**src/rtl/ps2_keyboard.sv**
```systemverilog
// PS/2 set-2 keyboard receiver that produces the 16-bit Hack key code of the held key.
// Define PS2_PARITY_CHECK_EN to also reject frames whose odd parity does not check.
module ps2_keyboard #(
    parameter int unsigned SYNC_STAGES    = 2,
    parameter int unsigned TIMEOUT_CYCLES = 50000
) (
    input  logic        clk,
    input  logic        rst_n,
    input  logic        ps2_clk,
    input  logic        ps2_data,
    output logic [15:0] key_code,
    output logic        key_strobe,
    output logic        frame_err
);

    localparam int unsigned TW = $clog2(TIMEOUT_CYCLES + 1);

    typedef enum logic [1:0] {
        ST_IDLE   = 2'd0,
        ST_RECV   = 2'd1,
        ST_PARITY = 2'd2,
        ST_STOP   = 2'd3
    } state_t;

    state_t                 state_q, state_d;
    logic [SYNC_STAGES-1:0] clk_sync_q, clk_sync_d;
    logic [SYNC_STAGES-1:0] dat_sync_q, dat_sync_d;
    logic                   clk_prev_q, clk_prev_d;
    logic [7:0]             shift_q, shift_d;
    logic [2:0]             bit_cnt_q, bit_cnt_d;
    logic                   parity_q, parity_d;
    logic [TW-1:0]          timeout_q, timeout_d;
    logic                   byte_valid_q, byte_valid_d;
    logic [7:0]             byte_q, byte_d;
    logic                   ext_q, ext_d;
    logic                   brk_q, brk_d;
    logic [7:0]             key_q, key_d;
    logic                   key_strobe_q, key_strobe_d;
    logic                   frame_err_q, frame_err_d;

    logic                   clk_s_c;
    logic                   dat_s_c;
    logic                   fall_c;
    logic                   frame_ok_c;
    logic [7:0]             hack_c;

    assign clk_s_c = clk_sync_q[SYNC_STAGES-1];
    assign dat_s_c = dat_sync_q[SYNC_STAGES-1];
    assign fall_c  = clk_prev_q & ~clk_s_c;

    assign key_code   = {8'h00, key_q};
    assign key_strobe = key_strobe_q;
    assign frame_err  = frame_err_q;

    // Set-2 scan code to Hack code; 0 means the code is not mapped.
    function automatic logic [7:0] map_code(input logic ext, input logic [7:0] sc);
        logic [7:0] hc;
        hc = 8'd0;
        if (ext) begin
            case (sc)
                8'h6B: hc = 8'd130;
                8'h75: hc = 8'd131;
                8'h74: hc = 8'd132;
                8'h72: hc = 8'd133;
                8'h6C: hc = 8'd134;
                8'h69: hc = 8'd135;
                8'h7D: hc = 8'd136;
                8'h7A: hc = 8'd137;
                8'h70: hc = 8'd138;
                8'h71: hc = 8'd139;
                default: hc = 8'd0;
            endcase
        end else begin
            case (sc)
                8'h1C: hc = 8'd65;  8'h32: hc = 8'd66;  8'h21: hc = 8'd67;
                8'h23: hc = 8'd68;  8'h24: hc = 8'd69;  8'h2B: hc = 8'd70;
                8'h34: hc = 8'd71;  8'h33: hc = 8'd72;  8'h43: hc = 8'd73;
                8'h3B: hc = 8'd74;  8'h42: hc = 8'd75;  8'h4B: hc = 8'd76;
                8'h3A: hc = 8'd77;  8'h31: hc = 8'd78;  8'h44: hc = 8'd79;
                8'h4D: hc = 8'd80;  8'h15: hc = 8'd81;  8'h2D: hc = 8'd82;
                8'h1B: hc = 8'd83;  8'h2C: hc = 8'd84;  8'h3C: hc = 8'd85;
                8'h2A: hc = 8'd86;  8'h1D: hc = 8'd87;  8'h22: hc = 8'd88;
                8'h35: hc = 8'd89;  8'h1A: hc = 8'd90;
                8'h45: hc = 8'd48;  8'h16: hc = 8'd49;  8'h1E: hc = 8'd50;
                8'h26: hc = 8'd51;  8'h25: hc = 8'd52;  8'h2E: hc = 8'd53;
                8'h36: hc = 8'd54;  8'h3D: hc = 8'd55;  8'h3E: hc = 8'd56;
                8'h46: hc = 8'd57;
                8'h29: hc = 8'd32;  8'h5A: hc = 8'd128; 8'h66: hc = 8'd129;
                8'h76: hc = 8'd140;
                8'h05: hc = 8'd141; 8'h06: hc = 8'd142; 8'h04: hc = 8'd143;
                8'h0C: hc = 8'd144; 8'h03: hc = 8'd145; 8'h0B: hc = 8'd146;
                8'h83: hc = 8'd147; 8'h0A: hc = 8'd148; 8'h01: hc = 8'd149;
                8'h09: hc = 8'd150; 8'h78: hc = 8'd151; 8'h07: hc = 8'd152;
                default: hc = 8'd0;
            endcase
        end
        return hc;
    endfunction

    assign hack_c = map_code(ext_q, byte_q);

`ifdef PS2_PARITY_CHECK_EN
    assign frame_ok_c = dat_s_c & (^{shift_q, parity_q});
`else
    assign frame_ok_c = dat_s_c;
`endif

    // Next-state: synchronisers, frame receiver, timeout, byte decode.
    always_comb begin
        state_d      = state_q;
        clk_sync_d   = {clk_sync_q[SYNC_STAGES-2:0], ps2_clk};
        dat_sync_d   = {dat_sync_q[SYNC_STAGES-2:0], ps2_data};
        clk_prev_d   = clk_s_c;
        shift_d      = shift_q;
        bit_cnt_d    = bit_cnt_q;
        parity_d     = parity_q;
        timeout_d    = timeout_q;
        byte_valid_d = 1'b0;
        byte_d       = byte_q;
        ext_d        = ext_q;
        brk_d        = brk_q;
        key_d        = key_q;
        frame_err_d  = 1'b0;

        if (state_q == ST_IDLE) begin
            timeout_d = '0;
            if (fall_c && !dat_s_c) begin
                state_d   = ST_RECV;
                bit_cnt_d = 3'd0;
            end
        end else if (fall_c) begin
            timeout_d = '0;
            case (state_q)
                ST_RECV: begin
                    shift_d   = {dat_s_c, shift_q[7:1]};
                    bit_cnt_d = bit_cnt_q + 3'd1;
                    if (bit_cnt_q == 3'd7) state_d = ST_PARITY;
                end
                ST_PARITY: begin
                    parity_d = dat_s_c;
                    state_d  = ST_STOP;
                end
                default: begin
                    state_d = ST_IDLE;
                    if (frame_ok_c) begin
                        byte_valid_d = 1'b1;
                        byte_d       = shift_q;
                    end else begin
                        frame_err_d = 1'b1;
                    end
                end
            endcase
        end else if (timeout_q == TW'(TIMEOUT_CYCLES - 1)) begin
            state_d   = ST_IDLE;
            timeout_d = '0;
        end else begin
            timeout_d = timeout_q + TW'(1);
        end

        // Prefix bytes only set flags; any other byte consumes and clears them.
        if (byte_valid_q) begin
            if (byte_q == 8'hE0) begin
                ext_d = 1'b1;
            end else if (byte_q == 8'hF0) begin
                brk_d = 1'b1;
            end else begin
                ext_d = 1'b0;
                brk_d = 1'b0;
                if (hack_c != 8'd0) begin
                    if (!brk_q)                key_d = hack_c;
                    else if (hack_c == key_q)  key_d = 8'd0;
                end
            end
        end
        key_strobe_d = (key_d != key_q);
    end

    always_ff @(posedge clk) begin
        if (!rst_n) begin
            state_q      <= ST_IDLE;
            clk_sync_q   <= '1;
            dat_sync_q   <= '1;
            clk_prev_q   <= 1'b1;
            shift_q      <= 8'd0;
            bit_cnt_q    <= 3'd0;
            parity_q     <= 1'b0;
            timeout_q    <= '0;
            byte_valid_q <= 1'b0;
            byte_q       <= 8'd0;
            ext_q        <= 1'b0;
            brk_q        <= 1'b0;
            key_q        <= 8'd0;
            key_strobe_q <= 1'b0;
            frame_err_q  <= 1'b0;
        end else begin
            state_q      <= state_d;
            clk_sync_q   <= clk_sync_d;
            dat_sync_q   <= dat_sync_d;
            clk_prev_q   <= clk_prev_d;
            shift_q      <= shift_d;
            bit_cnt_q    <= bit_cnt_d;
            parity_q     <= parity_d;
            timeout_q    <= timeout_d;
            byte_valid_q <= byte_valid_d;
            byte_q       <= byte_d;
            ext_q        <= ext_d;
            brk_q        <= brk_d;
            key_q        <= key_d;
            key_strobe_q <= key_strobe_d;
            frame_err_q  <= frame_err_d;
        end
    end

endmodule
```
**config.mk**
```make
export PLATFORM = sky130hd
export DESIGN_NAME = ps2_keyboard
export DESIGN_NICKNAME = d
export VERILOG_FILES = /design/src/rtl/ps2_keyboard.sv
export SDC_FILE = /design/constraint.sdc
export NUM_CORES = 1
export LEC_CHECK = 0
export ABC_AREA = 1
export ABC_CLOCK_PERIOD_IN_PS = 2700
export BUFFER_PORTS_ARGS = -buffer_cell sky130_fd_sc_hd__buf_2
export CAP_MARGIN = 20
export CORE_ASPECT_RATIO = 1.5
export CORE_MARGIN = 2
export CORE_UTILIZATION = 50
export DETAILED_ROUTE_END_ITERATION = 12
export PLACE_DENSITY = 0.71
export SKIP_LAST_GASP = 1
export SLEW_MARGIN = 25
export SYNTH_ARGS = -nofsm -noshare
export SYNTH_HDL_FRONTEND = slang
export SYNTH_SLANG_ARGS = --single-unit
export TNS_END_PERCENT = 5
```
**constraint.sdc**
```tcl
create_clock -name clk -period 2.7 [get_ports clk]
set_input_delay 0.54 -clock clk [delete_from_list [all_inputs] [get_ports clk]]
set_output_delay 0.54 -clock clk [all_outputs]
set_load 0.01 [all_outputs]
```
==> metrics <==
outcome finished clean; Synth area leaders dfxtp_1 (32%), nand2_1 (13%), nor2_1 (8.1%); Skew-Pair Late Insertion Delay 330 ps; largest net degree at the start of global routing 22; IO Port Bufs 13; Die Height about 110 microns; Post-synth EDFFs 0; GPL Wtd Cong between 1 and 1.5; routed wl met2 a little under 5 mm; starting density of the core 0.514; Cell Pwr Density about 530 nW/um^2; die area 8570 sq um; Area Growth Syn to Fin 11.9%; metal3 WL between 300 and 400 microns; HP Class input port to flip-flop; period utilization 0.942; WL final roughly 9.7 mm; 1st-pass router iterations 5; H-tree level count 3; share of layout cells above drive strength 1 0.138; Max rail drop VDD about 0.42 mV; Slew Viols, Final 0; Top Metal Used met4; synth warn 0; total track usage 0.233; fin cells ~720; first-pass GRT wire length 16.1 mm; cell area after synthesis between 3000 and 4000 sq um; root buffer cell clkbuf_16; Design Power 2.32 mW; remaining antenna violation count 0; hold_ws 393 ps; CP cell instances ha_1 > nand3_4 > inv_2 > nor2_1 > nor3_2 > inv_1 > ha_1 > xor2_1 > nor2_1 > a311oi_1 > o21ai_1 > nand3_1 > nand2_1 > nand2_1; # setup viols final 0; Crit-path slowest cell dfxtp_1; final net count 629; Max-Cap Viols 0; Sink Count 63; drc violations 0; CP max FO 11; critical path class flip-flop to flip-flop; min Tclk post-route about 2500 ps; total CTS buffers 9; Core Util, Final 0.576; initial DRC count 240; fmax ~0.4 GHz; CTS Hold Bufs 0; syn_area_per_cell ~6.6 sq um; Worst Path Required approximately 3000 ps; antenna cells 0; share of the synthesized area in the top cell type 0.322; top post-synthesis cells by count nand2_1 (133), nor2_1 (84), dfxtp_1 (63); most area-hungry cell type in the Yosys netlist dfxtp_1; Clock Skews 6.03 ps; Worst Setup Start Kind flip-flop; chip width 76.3 microns; vias in the first global route 3685; Placed Area 4080 sq um; CP peak stage delay around 370 ps; Primary FF master, synth dfxtp_1; Syn Inst Count between 500 and 600; average vias per placed instance about 5.4; Inst Count DP approximately 700; IO Count 22; Leakage 1.96 nW; Seq/Total Area, Yosys 0.322; DP Wirelength 7.51 mm; FF+latch count, synth 63; Max Root-Sink Buffers 2; Met1 Routed Length 3.83 mm; crit path DAT ~2800 ps; Hold Violations, Final 0; Post-synth ARST share 0; WL/cell ~13 microns; DR vias 3848; grt ovf 0; core area 7610 sq um; Finished Cell Area roughly 4400 sq um; CTS tree built; synth unique cells between 40 and 50; FP Rows 39; RSZ-0062 raised after global routing yes; nature of the critical path endpoint flip-flop; clock slew at reported path FFs roughly 50 ps; initial antenna violation count 0; most common cell in the netlist nand2_1; setup bufs post-CTS 0
[cell families after synthesis]
logic type,after synthesis,synth area share
buffers and inverters,91,0.104
AO/OA/AOI/OAI,87,0.126
flip-flops,63,0.322
AND/OR/NAND/NOR,330,0.394
other,1,0.000958
adder cells (fa/ha/maj),14,0.0447
XOR/XNOR,4,0.00894
[report_power, final]
part	switching, mW	total, mW	internal, mW
registers	0.0189	0.977	0.958
clock network	0.405	1.14	0.738
logic	0.131	0.198	0.0671
[timing repair]
item | CTS | global route
hold endpoints to repair | 0 | 0
endpoints found under the setup margin | 0 | 5
gates resized for setup | 0 | 2
[critical path: cells and delay by family, from the launching register on]
kind,cells,cell delay (ps)
fa+ha+maj,2,490
flops,1,370
compound gates,2,450
simple gates,7,650
xor+xnor,1,200
buf+inv,2,330
[layout by cell type (no fill, tap or decap), drive strengths merged, types with 2 or more instances in the layout]
| master | count |
|---|---|
| dfxtp | 63 |
| a31oi | 4 |
| a22oi | 2 |
| nand3b | 3 |
| nor2 | 91 |
| or2 | 10 |
| o21ai | 29 |
| and3 | 2 |
| nand4 | 23 |
| xor2 | 4 |
| o21a | 2 |
| clkinv | 2 |
| buf | 24 |
| a211oi | 2 |
| a21oi | 36 |
| inv | 71 |
| o211ai | 3 |
| ha | 14 |
| nor4 | 2 |
| conb | 8 |
| nor3b | 7 |
| nor3 | 16 |
| clkbuf | 11 |
| nand3 | 36 |
| o21bai | 2 |
| o31ai | 3 |
| nand2 | 140 |
[area by class of cell]
cell class,count,area (sq um)
Fill cell,741,3230
Timing Repair Buffer,24,148
Clock inverter,5,56.3
Clock buffer,11,243
Tap cell,102,128
Sequential cell,63,1260
Inverter,70,263
Multi-Input combinational cell,443,2280
[per-layer routing]
layer / up-vias / global-route usage
li1: 1964 / -
met1: 1715 / 0.239
met2: 126 / 0.425
met3: 43 / 0.0434
met4: 0 / 0.161
met5: - / 0
[stage by stage]
step,setup WS [ps],TNS [ps]
6_report,156,0
5_1_grt,-32.8,-51.8
4_1_cts,68.8,0
3_5_place_dp,101,0
3_3_place_gp,88.8,0
2_1_floorplan,494,0
[final timing paths]
check,from,slack (ps),cells past startpoint,to
max,state_q[1],160,14,flip-flop
min,ps2_clk,390,2,clk_sync_q[0]
max reg2reg,state_q[1],160,14,flip-flop
min reg2reg,dat_sync_q[0],410,1,dat_sync_q[1]
No activity file was read; power rests on OpenSTA's default activity.
